$ cat src/rtl/cv32e40px_x_wb_seq.sv
// Coprocessor result write-back sequencer.
// Buffers coprocessor result beats in a small FIFO and serialises them onto a
// single register file write port. Dual results are written as two phases
// (even register, then odd register). A per-register pending scoreboard is
// derived from the buffered entries so decode can stall on RAW hazards.
module cv32e40px_x_wb_seq #(
  parameter int ADDR_WIDTH = 5,
  parameter int DATA_WIDTH = 32,
  parameter int DEPTH      = 2
) (
  input  logic                      clk,
  input  logic                      rst_n,
  input  logic                      kill_i,
  input  logic                      result_valid_i,
  output logic                      result_ready_o,
  input  logic [ADDR_WIDTH-1:0]     result_rd_i,
  input  logic [2*DATA_WIDTH-1:0]   result_data_i,
  input  logic                      result_we_i,
  input  logic                      result_dual_i,
  input  logic                      rf_gnt_i,
  output logic                      rf_we_o,
  output logic [ADDR_WIDTH-1:0]     rf_waddr_o,
  output logic [DATA_WIDTH-1:0]     rf_wdata_o,
  output logic [2**ADDR_WIDTH-1:0]  pending_o,
  output logic                      busy_o
);

  localparam int PTR_W = $clog2(DEPTH);

  typedef struct packed {
    logic [ADDR_WIDTH-1:0]   addr;   // base address (bit 0 cleared for dual)
    logic [2*DATA_WIDTH-1:0] data;
    logic                    dual;
  } entry_t;

  typedef enum logic [1:0] {
    IDLE,
    WR_LO,
    WR_HI
  } state_e;

  entry_t                mem [DEPTH];
  logic [PTR_W:0]        wr_ptr, rd_ptr, count;
  state_e                state_q, state_d;
  entry_t                head;
  entry_t                scan_e;
  logic                  full, push, pop, active, phase_done, more;
  logic [2**ADDR_WIDTH-1:0] pend_vec;

  // Occupancy uses one extra pointer bit so full and empty are distinguishable.
  assign count          = wr_ptr - rd_ptr;
  assign full           = (count == (PTR_W+1)'(DEPTH));
  assign result_ready_o = !full && !kill_i;
  // Beats that do not write the register file are accepted and discarded.
  assign push           = result_valid_i && result_ready_o && result_we_i;
  assign head           = mem[rd_ptr[PTR_W-1:0]];
  assign active         = (state_q != IDLE);
  assign busy_o         = active;

  // Present the current head phase on the register file write port.
  always_comb begin
    // NOTE: every output gets a default first so no path can infer a latch.
    rf_waddr_o = '0;
    rf_wdata_o = '0;
    unique case (state_q)
      WR_LO: begin
        rf_waddr_o = head.addr;
        rf_wdata_o = head.data[DATA_WIDTH-1:0];
      end
      WR_HI: begin
        rf_waddr_o = {head.addr[ADDR_WIDTH-1:1], 1'b1};
        rf_wdata_o = head.data[2*DATA_WIDTH-1:DATA_WIDTH];
      end
      default: ;
    endcase
    // x0 writes are suppressed but still retire in one cycle.
    rf_we_o = active && (rf_waddr_o != '0);
  end

  assign phase_done = active && (!rf_we_o || rf_gnt_i);
  assign pop        = phase_done && (state_q == WR_HI || !head.dual);
  // Another entry remains after the pop, either already buffered or arriving now.
  assign more       = (count > (PTR_W+1)'(1)) || push;

  // Head sequencing: next-state logic.
  always_comb begin
    state_d = state_q;
    unique case (state_q)
      IDLE:  if (push) state_d = WR_LO;
      WR_LO: if (phase_done) state_d = head.dual ? WR_HI : (more ? WR_LO : IDLE);
      WR_HI: if (phase_done) state_d = more ? WR_LO : IDLE;
      default: state_d = IDLE;
    endcase
    if (kill_i) state_d = IDLE;
  end

  // State register and FIFO pointers; kill flushes everything next cycle.
  always_ff @(posedge clk or negedge rst_n) begin
    if (!rst_n) begin
      // NOTE: sequential state uses non-blocking assignments throughout.
      state_q <= IDLE;
      wr_ptr  <= '0;
      rd_ptr  <= '0;
    end else if (kill_i) begin
      state_q <= IDLE;
      wr_ptr  <= '0;
      rd_ptr  <= '0;
    end else begin
      state_q <= state_d;
      if (push) wr_ptr <= wr_ptr + 1'b1;
      if (pop)  rd_ptr <= rd_ptr + 1'b1;
    end
  end

  // Result storage; dual entries keep the even base address.
  always_ff @(posedge clk) begin
    // NOTE: storage is not reset; validity is defined solely by the pointers.
    if (push) begin
      mem[wr_ptr[PTR_W-1:0]] <= '{
        addr: result_dual_i ? {result_rd_i[ADDR_WIDTH-1:1], 1'b0} : result_rd_i,
        data: result_data_i,
        dual: result_dual_i
      };
    end
  end

  // Scoreboard: a register is pending while any buffered phase still targets it.
  always_comb begin
    pend_vec = '0;
    scan_e   = '0;
    for (int i = 0; i < DEPTH; i++) begin
      if ((PTR_W+1)'(i) < count) begin
        scan_e = mem[rd_ptr[PTR_W-1:0] + PTR_W'(i)];
        // The lower half of a dual head has already retired once in WR_HI.
        if (!(i == 0 && state_q == WR_HI)) pend_vec[scan_e.addr] = 1'b1;
        if (scan_e.dual) pend_vec[{scan_e.addr[ADDR_WIDTH-1:1], 1'b1}] = 1'b1;
      end
    end
    pend_vec[0] = 1'b0;
    pending_o   = pend_vec;
  end

endmodule

$ cat config.mk
export PLATFORM = sky130hd
export DESIGN_NAME = cv32e40px_x_wb_seq
export DESIGN_NICKNAME = d
export VERILOG_FILES = /design/src/rtl/cv32e40px_x_wb_seq.sv
export SDC_FILE = /design/constraint.sdc
export NUM_CORES = 1
export LEC_CHECK = 0
export CAP_MARGIN = 15
export CORE_ASPECT_RATIO = 0.75
export CORE_MARGIN = 10
export CORE_UTILIZATION = 51
export CTS_CLUSTER_DIAMETER = 50
export CTS_CLUSTER_SIZE = 20
export DETAILED_ROUTE_END_ITERATION = 7
export GPL_ROUTABILITY_DRIVEN = 0
export PLACE_DENSITY = 0.8
export SLEW_MARGIN = 20
export SYNTH_ARGS = -nofsm -noshare
export SYNTH_HDL_FRONTEND = slang
export SYNTH_SLANG_ARGS = --single-unit
$ cat constraint.sdc
create_clock -name clk -period 5.41 [get_ports clk]
set_input_delay 0.541 -clock clk [delete_from_list [all_inputs] [get_ports clk]]
set_output_delay 0.541 -clock clk [all_outputs]
set_load 0.02 [all_outputs]
==> results of run 1 <==
routing by layer:
layer / share of wire, % / GRT usage (%)
met1: 44 / 22.8
met4: 0.35 / 3.24
met2: 46 / 26.5
met5: 0 / 0
met3: 9.8 / 6.94
flip-flops by register name, indices dropped and copies added, names as in the netlist:
| name | count |
|---|---|
| mem | 140 |
| rd_ptr | 2 |
| state_q | 2 |
| wr_ptr | 2 |
area by class of cell:
type	count	share of cell area, %
sequential	146	48.2
tap	171	2.37
inverter	6	0.249
clock inverter	11	0.983
multi-input combinational	320	26.9
timing repair buffer	149	16.4
clock buffer	21	4.87
worst max-delay path: cells and delay by family, from the launching register on:
family	cells	cell delay [ns]
AND/OR/NAND/NOR	1	0.14
AO/OA/AOI/OAI	2	0.79
XOR/XNOR	1	0.32
adder cells (fa/ha/maj)	1	0.29
buffers and inverters	1	0.62
flip-flops	1	0.79
how the worst max path moves through the flow:
stage / slack [ns] / from / to
6_report: 1.50 / rd_ptr[0] / pending_o[6]
5_1_grt: 1.31 / state_q[1] / rf_we_o
4_1_cts: 1.54 / state_q[0] / rf_we_o
3_5_place_dp: 1.96 / state_q[0] / rf_we_o
3_3_place_gp: 1.96 / state_q[0] / rf_we_o
2_1_floorplan: 0.88 / wr_ptr[0] / mem[1][0]
cell families after synthesis:
kind of cell / count (synthesis)
DFF: 146
and+or+nand+nor: 134
AOI/OAI and AO/OA: 100
muxes: 76
buffers and inverters: 42
adders and majority gates: 5
xor gates and xnor gates: 4
other: 1
metrics by stage:
| stage | setup slack [ns] | hold WS [ns] | instances |
|---|---|---|---|
| CTS | 1.54 | 0.388 | 824 |
| finish | 1.50 | 0.394 | 824 |
| detailed placement | 1.96 | 0.530 | 792 |
| global route | 1.31 | 0.402 | 824 |
| global placement | 1.96 | 0.533 | 792 |
| floorplan | 0.885 | 0.245 | 508 |
power groups by stage:
stage	clock network, mW	logic (mW)	registers [mW]
floorplan	0	0.543	1.32
global placement	0	0.722	1.35
detailed placement	0	0.735	1.36
CTS	1.06	0.738	1.33
global route	1.11	0.795	1.34
finish	1.04	0.738	1.34
cell usage in the layout, fill, tap and decap left out, drive strengths merged, types with 2 or more instances in the layout:
cell and instances:
or3b 6, a21oi 15, mux2i 8, nor3 4, edfxtp 140, nand3 7
mux2 68, nor2 29, nand2 19, nor3b 4, o22ai 15, inv 7
nand2b 5, nor4 2, o21ai 11, ha 5, or2 2, and2 2
buf 3, a211oi 7, dfrtp 6, a22oi 47, xnor2 2, clkdlybuf4s50 146
nor2b 37, clkbuf 21, nor4b 2, nand3b 12, clkinv 8
==> results.tsv, run 1 <==
metric	value	unit
clk_latency	0.41	ns
post_cts_buffers	0	
fin_nets	721	
design_area	9040	um2
grt_pass1_vias	4868	
yosys_register_bits	146	
startpoint_type	flip-flop	
hp-class	in2async	
seq_power_share	42.9	%
final.fill_count	908	
async_flop_share	4.11	%
reg2reg_slack	2.33	ns
setup_tns	0	ns
p_per_area	344	nW/um2
synth_top_family_by_area	multiplexers	
routed_via_density	5.73	
start_util	52.8	%
placed_area	8510	um2
clk_pin_slew	0.05	ns
cts_buffer_depth	2	
track_usage	17.3	%
netlist_area	6950	um2
endpoint_kind	output port	
status	complete, no violations	
multi_input_area	2430	um2
seq_area_frac_synth	62.7	%
antenna_found_initial	1	
synth_commonest_cells	140 x edfxtp_1, 66 x mux2_2, 47 x a22oi_1	
final_core_utilization	68.7	%
path_class	reg2out	
area_growth	30.1	%
rr_startpoint	rd_ptr[0]	
tightest_slew	1.00	ns
swShare	27.4	%
synthAdderAreaFrac	0.900	%
combPwrFrac	23.7	%
fmax	256	MHz
synth.area.top_cells	edfxtp_1 61%, mux2_2 11%, a22oi_1 5.1%	
synth_flop_cell	edfxtp_1	
critPathMaxStageDelay	0.79	ns
slew_headroom	33.4	%
p_clk_share	33.4	%
die_w	155	um
synth-compound-area-share	9.94	%
p_total	3.11	mW
cp_max_fo	55	
dp.final_hpwl	11200	um
synth.net_count	589	
cts_tree	built	
grt_overflow	0	
post_drt_wl_per_cell	19.9	um
fin_crit_sh	72.3	%
clock-root-buffer	clkbuf_16	
io_buffers	146	
die_area	18700	um2
reg2reg_depth	4	
slew_violations	0	
worstPathArrival	3.37	ns
regArea	4360	um2
syn_avg_cell_area	13.7	um2
synth-xor-area-share	0.936	%
numClockSinks	146	
ir_drop	0.000334	V
grt_max_degree	72	
grt_pass1_wl	25800	um
skew	0.00725	ns
dieHeight	121	um
synth_mux_area_share	12.2	%
finalSetupViolCount	0	
p_int	2.26	mW
leakagePower	2.85	nW
rows	36	
yosysWarnings	0	
postCtsHoldBufs	0	
vias	4719	
ant_nets	0	
cts_htree_levels	4	
cts_buffers	17	
finalCriticalPeriod	3.91	ns
cts_resized	0	
core-area	13200	um2
switchingPower	853	uW
drc	0	
drt_first_pass_iters	7	
yosysUniqueCellTypes	47	
maxCapViolations	0	
pin_count	148	
rsz0062_at_grt	no	
synth_top_area_share	60.5	%
totalWireLength	16400	um
yosysMostFrequentCell	edfxtp_1	
drt_iter0_drc	536	
cpMaxStageDelayCell	dfrtp_4	
synth_area_leader_cell	edfxtp_1	
yosys.area_share.simple	10.8	%
rr_endpoint	mem[0][7]	
n_antenna_cell	0	
synth_cells	508	
layout-drive-gt1-share	15.9	%
finalHoldViolCount	0	
cp_cell_sequence	ha_1 > xnor3_2 > a211oi_1 > a22oi_1 > nor2_1 > clkdlybuf4s50_1	
required	4.87	ns
synth_edf_count	140	
No activity file was read; power rests on OpenSTA's default activity.
==> inputs of run 2 (changes only) <==
- CORE_UTILIZATION: 51 -> 46
- PLACE_DENSITY: 0.8 -> 0.76
- clock period: 5.41 -> 3.3 ns (I/O delays scaled with it)
==> run 2 against run 1 <==
Net effect:
- sequential share of layout area is 1.8 points lower
- die area is 9.2% higher
- worst setup slack worse by 1.4 ns
- power is 78% higher
- largest cell class unchanged
==> results.tsv, run 2 (synthesized netlist as in run 1, its figures left out) <==
metric	value	unit
required	2.97	ns
cpMaxStageDelayCell	clkdlybuf4s50_1	
rr_startpoint	rd_ptr[0]	
tightest_slew	0.750	ns
reg2reg_depth	5	
layout-drive-gt1-share	19.8	%
skew	0.0116	ns
maxCapViolations	0	
clk_latency	0.41	ns
critPathMaxStageDelay	0.65	ns
drc	0	
drt_iter0_drc	443	
totalWireLength	17900	um
rows	38	
ir_drop	0.000387	V
fin_nets	729	
cts_buffers	17	
status	complete, no violations	
final_common_cell	edfxtp_1	
grt_pass1_vias	5145	
core-area	14600	um2
finalCriticalPeriod	3.21	ns
place_ws	0.298	ns
routed_via_density	5.69	
io_buffers	146	
placed_area	8620	um2
fmax	311	MHz
grt_max_degree	72	
dp.cells	826	
fin_crit_sh	97.4	%
swShare	27.8	%
drt_first_pass_iters	5	
slew_violations	0	
switchingPower	1.54	mW
p_clk_share	36.8	%
pin_count	148	
grt_overflow	0	
ant_nets	0	
p_int	3.99	mW
cp_max_fo	24	
final_cells	861	
finalWorstSetupSlack	0.0857	ns
vias	4899	
leakagePower	3.19	nW
cts_htree_levels	4	
endpoint_kind	output port	
start_util	47.4	%
most-common-layout-cells	140 x edfxtp_1, 134 x clkdlybuf4s50_1, 66 x mux2_2, 47 x a22oi_1, 37 x nor2b_1	
largest_register_ff_count	140	
slew_headroom	48.6	%
crit_start	rd_ptr[0]	
dp.final_hpwl	12000	um
path_class	reg2out	
die_area	20500	um2
setup_tns	0	ns
startpoint_type	flip-flop	
p_total	5.53	mW
area_growth	35.1	%
seq_power_share	38.9	%
dieHeight	126	um
hold_slack	0.181	ns
track_usage	16.9	%
path_buf_inv	2	
p_per_area	589	nW/um2
design_area	9390	um2
numClockSinks	146	
finalHoldViolCount	0	
postCtsHoldBufs	0	
post_drt_wl_per_cell	20.8	um
cts_buffer_depth	2	
antenna_found_initial	1	
rr_endpoint	mem[0][54]	
final_core_utilization	64.1	%
clk_pin_slew	0.06	ns
combPwrFrac	24.3	%
cts_tree	built	
reg2reg_slack	0.95	ns
cp_top_family	buffers and inverters	
clock-root-buffer	clkbuf_16	
finalSetupViolCount	0	
worstPathArrival	2.88	ns
die_w	162	um
grt_pass1_wl	27800	um
cp_cell_sequence	buf_6 > o21ai_0 > nand2_1 > o22ai_1 > clkdlybuf4s50_1	
hp-class	in2async	
-- run 2: per-layer routing --
| metal | GRT usage (%) | wire length [um] | vias to the layer above |
|---|---|---|---|
| met4 | 3.90 | 167 | 0 |
| met5 | 0 | 0 | - |
| met2 | 27.0 | 8470 | 213 |
| met3 | 6.01 | 1530 | 17 |
| met1 | 21.7 | 7750 | 2433 |
| li1 | - | - | 2236 |
-- run 2: power by group through the flow --
stage	combinational [mW]	sequential [mW]	clock, mW
2_1_floorplan	0.910	2.16	0
3_3_place_gp	1.23	2.21	0
3_5_place_dp	1.26	2.22	0
4_1_cts	1.30	2.16	2.07
5_1_grt	1.44	2.16	2.15
6_report	1.34	2.15	2.03
-- run 2: what timing repair did --
item,in CTS,in global routing
endpoints found under the setup margin,16,32
pin swaps,0,1
gates resized for setup,4,25
setup buffers,1,2
-- run 2: how the worst max path moves through the flow --
stage	end	slack, ns	cells past startpoint
after CTS	pending_o[28]	-0.01	6
after detailed placement	pending_o[30]	0.30	6
after global routing	pending_o[1]	-0.02	6
after floorplan	mem[1][0]	-0.07	5
final	pending_o[25]	0.09	5
after global placement	pending_o[30]	0.34	6
-- run 2: area by class of cell --
| cell class | count | area, um2 |
|---|---|---|
| Clock inverter | 14 | 204 |
| Timing Repair Buffer | 157 | 1610 |
| Multi-Input combinational cell | 320 | 2520 |
| Sequential cell | 146 | 4360 |
| Antenna cell | 1 | 2.50 |
| Fill cell | 1105 | 5260 |
| Tap cell | 200 | 250 |
| Inverter | 6 | 22.5 |
| Clock buffer | 17 | 425 |
